## config.mk

```make
export PLATFORM = sky130hd
export DESIGN_NAME = ones_cnt_sched
export DESIGN_NICKNAME = d
export VERILOG_FILES = /design/src/rtl/ones_cnt_pkg.sv /design/src/rtl/ones_count.sv /design/src/rtl/ones_cnt_sched.sv
export SDC_FILE = /design/constraint.sdc
export NUM_CORES = 1
export LEC_CHECK = 0
export CORE_MARGIN = 1
export CORE_UTILIZATION = 45
export CTS_BUF_LIST = sky130_fd_sc_hd__clkbuf_16
export DETAILED_ROUTE_END_ITERATION = 8
export GPL_TIMING_DRIVEN = 0
export PLACE_DENSITY = 0.84
export SLEW_MARGIN = 20
export SYNTH_ARGS = -nofsm -noshare
export SYNTH_HDL_FRONTEND = slang
export SYNTH_HIERARCHICAL = 1
export SYNTH_SLANG_ARGS = --single-unit
```

## constraint.sdc

```tcl
create_clock -name clk -period 4.1 [get_ports clk]
set_input_delay 0.82 -clock clk [delete_from_list [all_inputs] [get_ports clk]]
set_output_delay 0.82 -clock clk [all_outputs]
set_load 0.05 [all_outputs]
```

## src/rtl/ones_cnt_pkg.sv

```systemverilog
// Shared constants, state encoding and helpers for the ones-count scheduler.
package ones_cnt_pkg;

    localparam int unsigned OnesDw = 8;
    localparam int unsigned OnesSw = 8;

    typedef enum logic [1:0] {
        StIdle,
        StBurst,
        StDone
    } state_e;

    function automatic logic [1:0] grant_of(input logic id);
        return id ? 2'b10 : 2'b01;
    endfunction

endpackage

```

## src/rtl/ones_count.sv

```systemverilog
// Combinational population count of one data byte.
module ones_count #(
    parameter int unsigned DW = 8,
    parameter int unsigned CW = 4
) (
    input  logic [DW-1:0] data_i,
    output logic [CW-1:0] count_o
);

    always_comb begin
        count_o = '0;
        for (int i = 0; i < DW; i++) begin
            count_o = count_o + CW'(data_i[i]);
        end
    end

endmodule

```

## src/rtl/ones_cnt_sched.sv

```systemverilog
// Two-requester round-robin scheduler that sums the ones in each granted burst
// and reports the saturated total with a one-cycle strobe.
module ones_cnt_sched
    import ones_cnt_pkg::*;
#(
    parameter int unsigned DW = OnesDw,
    parameter int unsigned SW = OnesSw
) (
    input  logic          clk,
    input  logic          rst_n,
    input  logic [1:0]    req,
    input  logic [DW-1:0] dat0,
    input  logic [DW-1:0] dat1,
    input  logic [1:0]    last,
    output logic [1:0]    gnt,
    output logic          acc_vld,
    output logic          acc_id,
    output logic [SW-1:0] acc_sum,
    output logic          busy
);

    localparam int unsigned CntW = $clog2(DW + 1);

    state_e        state_q, state_d;
    logic [1:0]    gnt_q, gnt_d;
    logic          owner_q, owner_d;
    logic          ptr_q, ptr_d;
    logic          fin_q, fin_d;
    logic          acc_vld_q, acc_vld_d;
    logic          acc_id_q, acc_id_d;
    logic [SW-1:0] acc_q, acc_d;
    logic [SW-1:0] acc_sum_q, acc_sum_d;

    logic [DW-1:0] byte_sel;
    logic [CntW-1:0] byte_ones;
    logic [SW:0]   sum_wide;

    assign byte_sel = owner_q ? dat1 : dat0;

    ones_count #(
        .DW(DW),
        .CW(CntW)
    ) u_ones_count (
        .data_i (byte_sel),
        .count_o(byte_ones)
    );

    // One extra bit catches the carry so the sum clamps instead of wrapping.
    assign sum_wide = {1'b0, acc_q} + (SW + 1)'(byte_ones);

    always_comb begin
        state_d   = state_q;
        gnt_d     = gnt_q;
        owner_d   = owner_q;
        ptr_d     = ptr_q;
        fin_d     = fin_q;
        acc_vld_d = 1'b0;
        acc_id_d  = acc_id_q;
        acc_d     = acc_q;
        acc_sum_d = acc_sum_q;
        unique case (state_q)
            StIdle: begin
                if (req != 2'b00) begin
                    owner_d = (req == 2'b11) ? ptr_q : req[1];
                    gnt_d   = grant_of(owner_d);
                    acc_d   = '0;
                    fin_d   = 1'b0;
                    state_d = StBurst;
                end
            end
            StBurst: begin
                // fin_q marks the drain cycle after the last byte; no more accepts.
                if (fin_q) begin
                    state_d   = StDone;
                    acc_vld_d = 1'b1;
                    acc_id_d  = owner_q;
                    acc_sum_d = acc_q;
                end else if (req[owner_q]) begin
                    acc_d = sum_wide[SW] ? {SW{1'b1}} : sum_wide[SW-1:0];
                    if (last[owner_q]) begin
                        fin_d = 1'b1;
                        gnt_d = 2'b00;
                    end
                end
            end
            StDone: begin
                state_d = StIdle;
                fin_d   = 1'b0;
                ptr_d   = ~owner_q;
            end
            default: state_d = StIdle;
        endcase
    end

    always_ff @(posedge clk or negedge rst_n) begin
        if (!rst_n) begin
            state_q   <= StIdle;
            gnt_q     <= 2'b00;
            owner_q   <= 1'b0;
            ptr_q     <= 1'b0;
            fin_q     <= 1'b0;
            acc_vld_q <= 1'b0;
            acc_id_q  <= 1'b0;
            acc_q     <= '0;
            acc_sum_q <= '0;
        end else begin
            state_q   <= state_d;
            gnt_q     <= gnt_d;
            owner_q   <= owner_d;
            ptr_q     <= ptr_d;
            fin_q     <= fin_d;
            acc_vld_q <= acc_vld_d;
            acc_id_q  <= acc_id_d;
            acc_q     <= acc_d;
            acc_sum_q <= acc_sum_d;
        end
    end

    assign gnt     = gnt_q;
    assign acc_vld = acc_vld_q;
    assign acc_id  = acc_id_q;
    assign acc_sum = acc_sum_q;
    assign busy    = (state_q != StIdle);

endmodule

```

==> results <==
## stage by stage
stage,instance area (µm²),utilization
floorplan,1580,-
global placement,1960,0.588
detailed placement,1960,0.588
CTS,2100,0.630
global route,2190,0.656
finish,2190,0.656
## power groups by stage
stage / Clock [mW] / Combinational [mW] / Sequential (mW)
final: 0.212 / 1.52 / 0.415
after global routing: 0.221 / 1.65 / 0.428
after CTS: 0.215 / 1.38 / 0.399
after detailed placement: 0 / 1.20 / 0.408
after global placement: 0 / 1.13 / 0.400
after floorplan: 0 / 0.769 / 0.530
## state kept, by name, indices dropped and copies added, names as in the netlist, 2 cells and up
| name | flops |
|---|---|
| gnt | 2 |
| acc_q | 8 |
| acc_sum | 8 |
| state_q | 2 |
## kinds of logic (layout without fill, tap and decap cells)
family	Yosys count	in the layout
and+or+nand+nor	41	41
AOI/OAI and AO/OA	41	41
DFF	25	25
muxes	13	13
xor gates and xnor gates	3	3
adders and majority gates	12	12
buffers and inverters	25	72
## timing repair
action,in CTS,in global routing
hold buffers,0,0
buffers inserted,5,6
resized for setup,45,11
setup endpoints to repair,8,8
pin swaps,13,13
## cell usage after synthesis
cell / number
a31oi_1: 2
fa_1: 5
clkbuf_1: 1
nand3b_1: 1
buf_6: 1
a21o_1: 2
mux2i_1: 1
xor2_1: 1
o31ai_1: 1
inv_1: 21
o41ai_1: 1
a311oi_2: 1
o32ai_4: 1
nand2b_1: 1
and3_1: 2
ha_1: 7
o21ai_0: 13
mux2_2: 12
a41oi_1: 2
o32a_1: 1
xnor2_1: 2
o32ai_1: 1
o21bai_1: 2
o21a_1: 2
and2b_1: 1
buf_2: 2
nor2_1: 3
o211ai_1: 1
nor2b_4: 1
nand2_1: 26
and2_1: 1
nand3_1: 5
dfrtp_1: 25
a211o_1: 2
a21oi_1: 9
## worst reg2reg max path, stage by stage (launching register included)
cell,delay [ps]
dfrtp_2,500
mux2_4,330
inv_2,60
fa_1,420
fa_1,480
fa_2,400
fa_2,540
inv_2,50
fa_2,350
a211o_1,300
and3_4,210
o21ai_2,130
o21ai_2,70
## routing by layer
metal | GRT usage | vias up | part of all wire
met2 | 0.352 | 40 | 0.55
met3 | 0.0213 | 5 | 0.040
li1 | - | 644 | -
met4 | 0.0877 | 0 | 0.013
met5 | 0 | - | 0
met1 | 0.240 | 664 | 0.40
## area by class of cell
class / instances / area (µm²) / share of cell area
Buffer: 3 / 21.3 / 0.00971
Clock buffer: 3 / 75.1 / 0.0343
Timing Repair Buffer: 44 / 392 / 0.179
Inverter: 21 / 78.8 / 0.0360
Multi-Input combinational cell: 110 / 935 / 0.427
Sequential cell: 25 / 627 / 0.286
Tap cell: 46 / 57.6 / 0.0263
Clock inverter: 1 / 3.75 / 0.00171
## worst max path at each step
stage / slack, ps / start / cells after the start / endpoint
after floorplan: 8 / dat1[5] / 12 / acc_q[0]
after global placement: -510 / dat0[2] / 13 / acc_q[7]
after detailed placement: -670 / dat1[5] / 13 / acc_q[0]
after CTS: -60 / dat0[3] / 13 / acc_q[0]
after global routing: -10 / dat0[5] / 13 / acc_q[2]
final: 70 / dat0[5] / 13 / acc_q[0]
==> results.md <==
* Status: completed
* Vias in the first global route at between 1000 and 1500
* WS Path Type: input pin to register
* CP max-delay cell: fa_2
* Die W at between 60 and 70 µm
* P_int at between 1 and 1.5 mW
* Largest cells by area after synthesis: dfrtp_1 40%, mux2_2 8.6%, fa_1 6.4%
* Critical path buffers and inverters at 3
* Post-synth net total at just under 200
* Critical path's most frequent cell: fa_2
* RD Place Congestion at 0.774
* Cell Chain, Critical Path: buf_6 > mux2_4 > inv_2 > fa_1 > fa_1 > fa_2 > fa_2 > inv_2 > fa_2 > a211o_1 > and3_4 > o21ai_2 > o21ai_2
* FP Rows at 21
* Initial antenna violation count at 0
* Fill cells at about 260
* Power Total at approximately 2.2 mW
* Worst r2r path cells at 12
* Top-area cell type share of the netlist area at 0.400
* Pwr dens at around 980 nW/µm²
* Highest clock rate at roughly 250 MHz
* Slew Viols, Final at 0
* # setup viols final at 0
* Final net count at about 240
* Most frequent cells in the layout: 25 x nand2_1, 24 x dfrtp_1, 22 x clkdlybuf4s50_1
* HPWL Detailed at ~2500 µm
* Commonest non-fill, non-tap cell in the layout: nand2_1
* Sw Ratio at 0.456
* Routed WL per cell at 13.9 µm
* Synth Area in Compound Gates at 0.184
* Vias post-DR at 1353
* Worst vdd ir at roughly 0.64 mV
* Io pins at 35
* Area grow syn2layout at 40.0%
* Clock root cell: clkbuf_16
* Cell Area, Synth at ~1600 µm²
* CP startpoint kind: input pin
* Period Utilization, post-route at 0.983
* Max incr delay on CP at 540 ps
* Reg clk slew, reported paths at approximately 60 ps
* Diode count at 0
* Die Y-Extent at just over 60 µm
* Routed wire length at between 3000 and 4000 µm
* Crit-path max FO at 4
* Mux cell area share after synthesis at 0.0928
* Skew final at 2.85 ps
* First-pass GRT wire length at between 5000 and 6000 µm
* Capturing point of the worst reg2reg path: acc_q[0]
* Drt drc at 0
* CTS buffer count at 3
* Largest net degree at the start of global routing at 26
* Finished Layout Cells at 253
* Reg power frac at 0.193
* Synthesized flop and latch total at 25
* Worst hold stages at 2
* Unique cell type count in the Yosys netlist at 35
* Clk_lat worst skew at 260 ps
* Pre-CTS WS at -667 ps
* Reg-to-reg slack, setup at about 150 ps
* H-Tree Depth at 1
* Pleak at about 1.0 nW
* Die area at roughly 3700 µm²
* Initial core utilization at 0.469
* Router iterations before antenna repair at 4
* Largest family of logic cells by synthesized area: compound AO/OA/AOI/OAI gates
* Yosys Warn Count at 6
* Routed vias/inst at 5.35
* Largest buffer count on any clock path at 2
* Slew headroom at 0.641
* Core area at 3340 µm²
* Part of the power in combinational logic at 0.709
* CP required at between 4000 and 5000 ps
* Hold_sp: acc_sum[6]
* RSZ-0062 raised after global routing: yes
* DR iter-0 viols at 95
* Min cycle time layout at 4030 ps
* Worst flop-to-flop path startpoint: owner_q
* Maxcap violations at 0
* Dpl cells at roughly 240
* GRT Total Usage at 0.197
* Post-synthesis simple-gate area fraction at 0.120
* Register area share after synthesis at 0.400
* Setup TNS at 0 ps
* Avg Inst Size Synth at slightly below 10 µm²
* CP Capture Type: register
* Adder-cell share of the synthesized area at 0.120
* Total grt overflow at 0
* Area leader, netlist: dfrtp_1
* Clock sink total at 25
* Cell count after synthesis at between 150 and 200
* Worst setup margin at 69.2 ps
* Clock power share at 0.098
* Worst slew pin tran at 538 ps
* IO buf count at 33
* Worst Hold End: acc_sum[6]
* Switching power at around 0.98 mW
* Arr. time, crit path at approximately 4200 ps
* Hold Slack at between 400 and 500 ps
* Fraction of final layout cells sized beyond drive strength 1 at 0.290
* Family with the most delay on the worst path: adder cells
* Post-route ant nets at 0
* Xor and xnor area share after synthesis at 0.0168
* Hold Path Class: register to register
* CTS tree: done
* Fin. Hold Viols at 0
(Power assumes the default switching activity.)
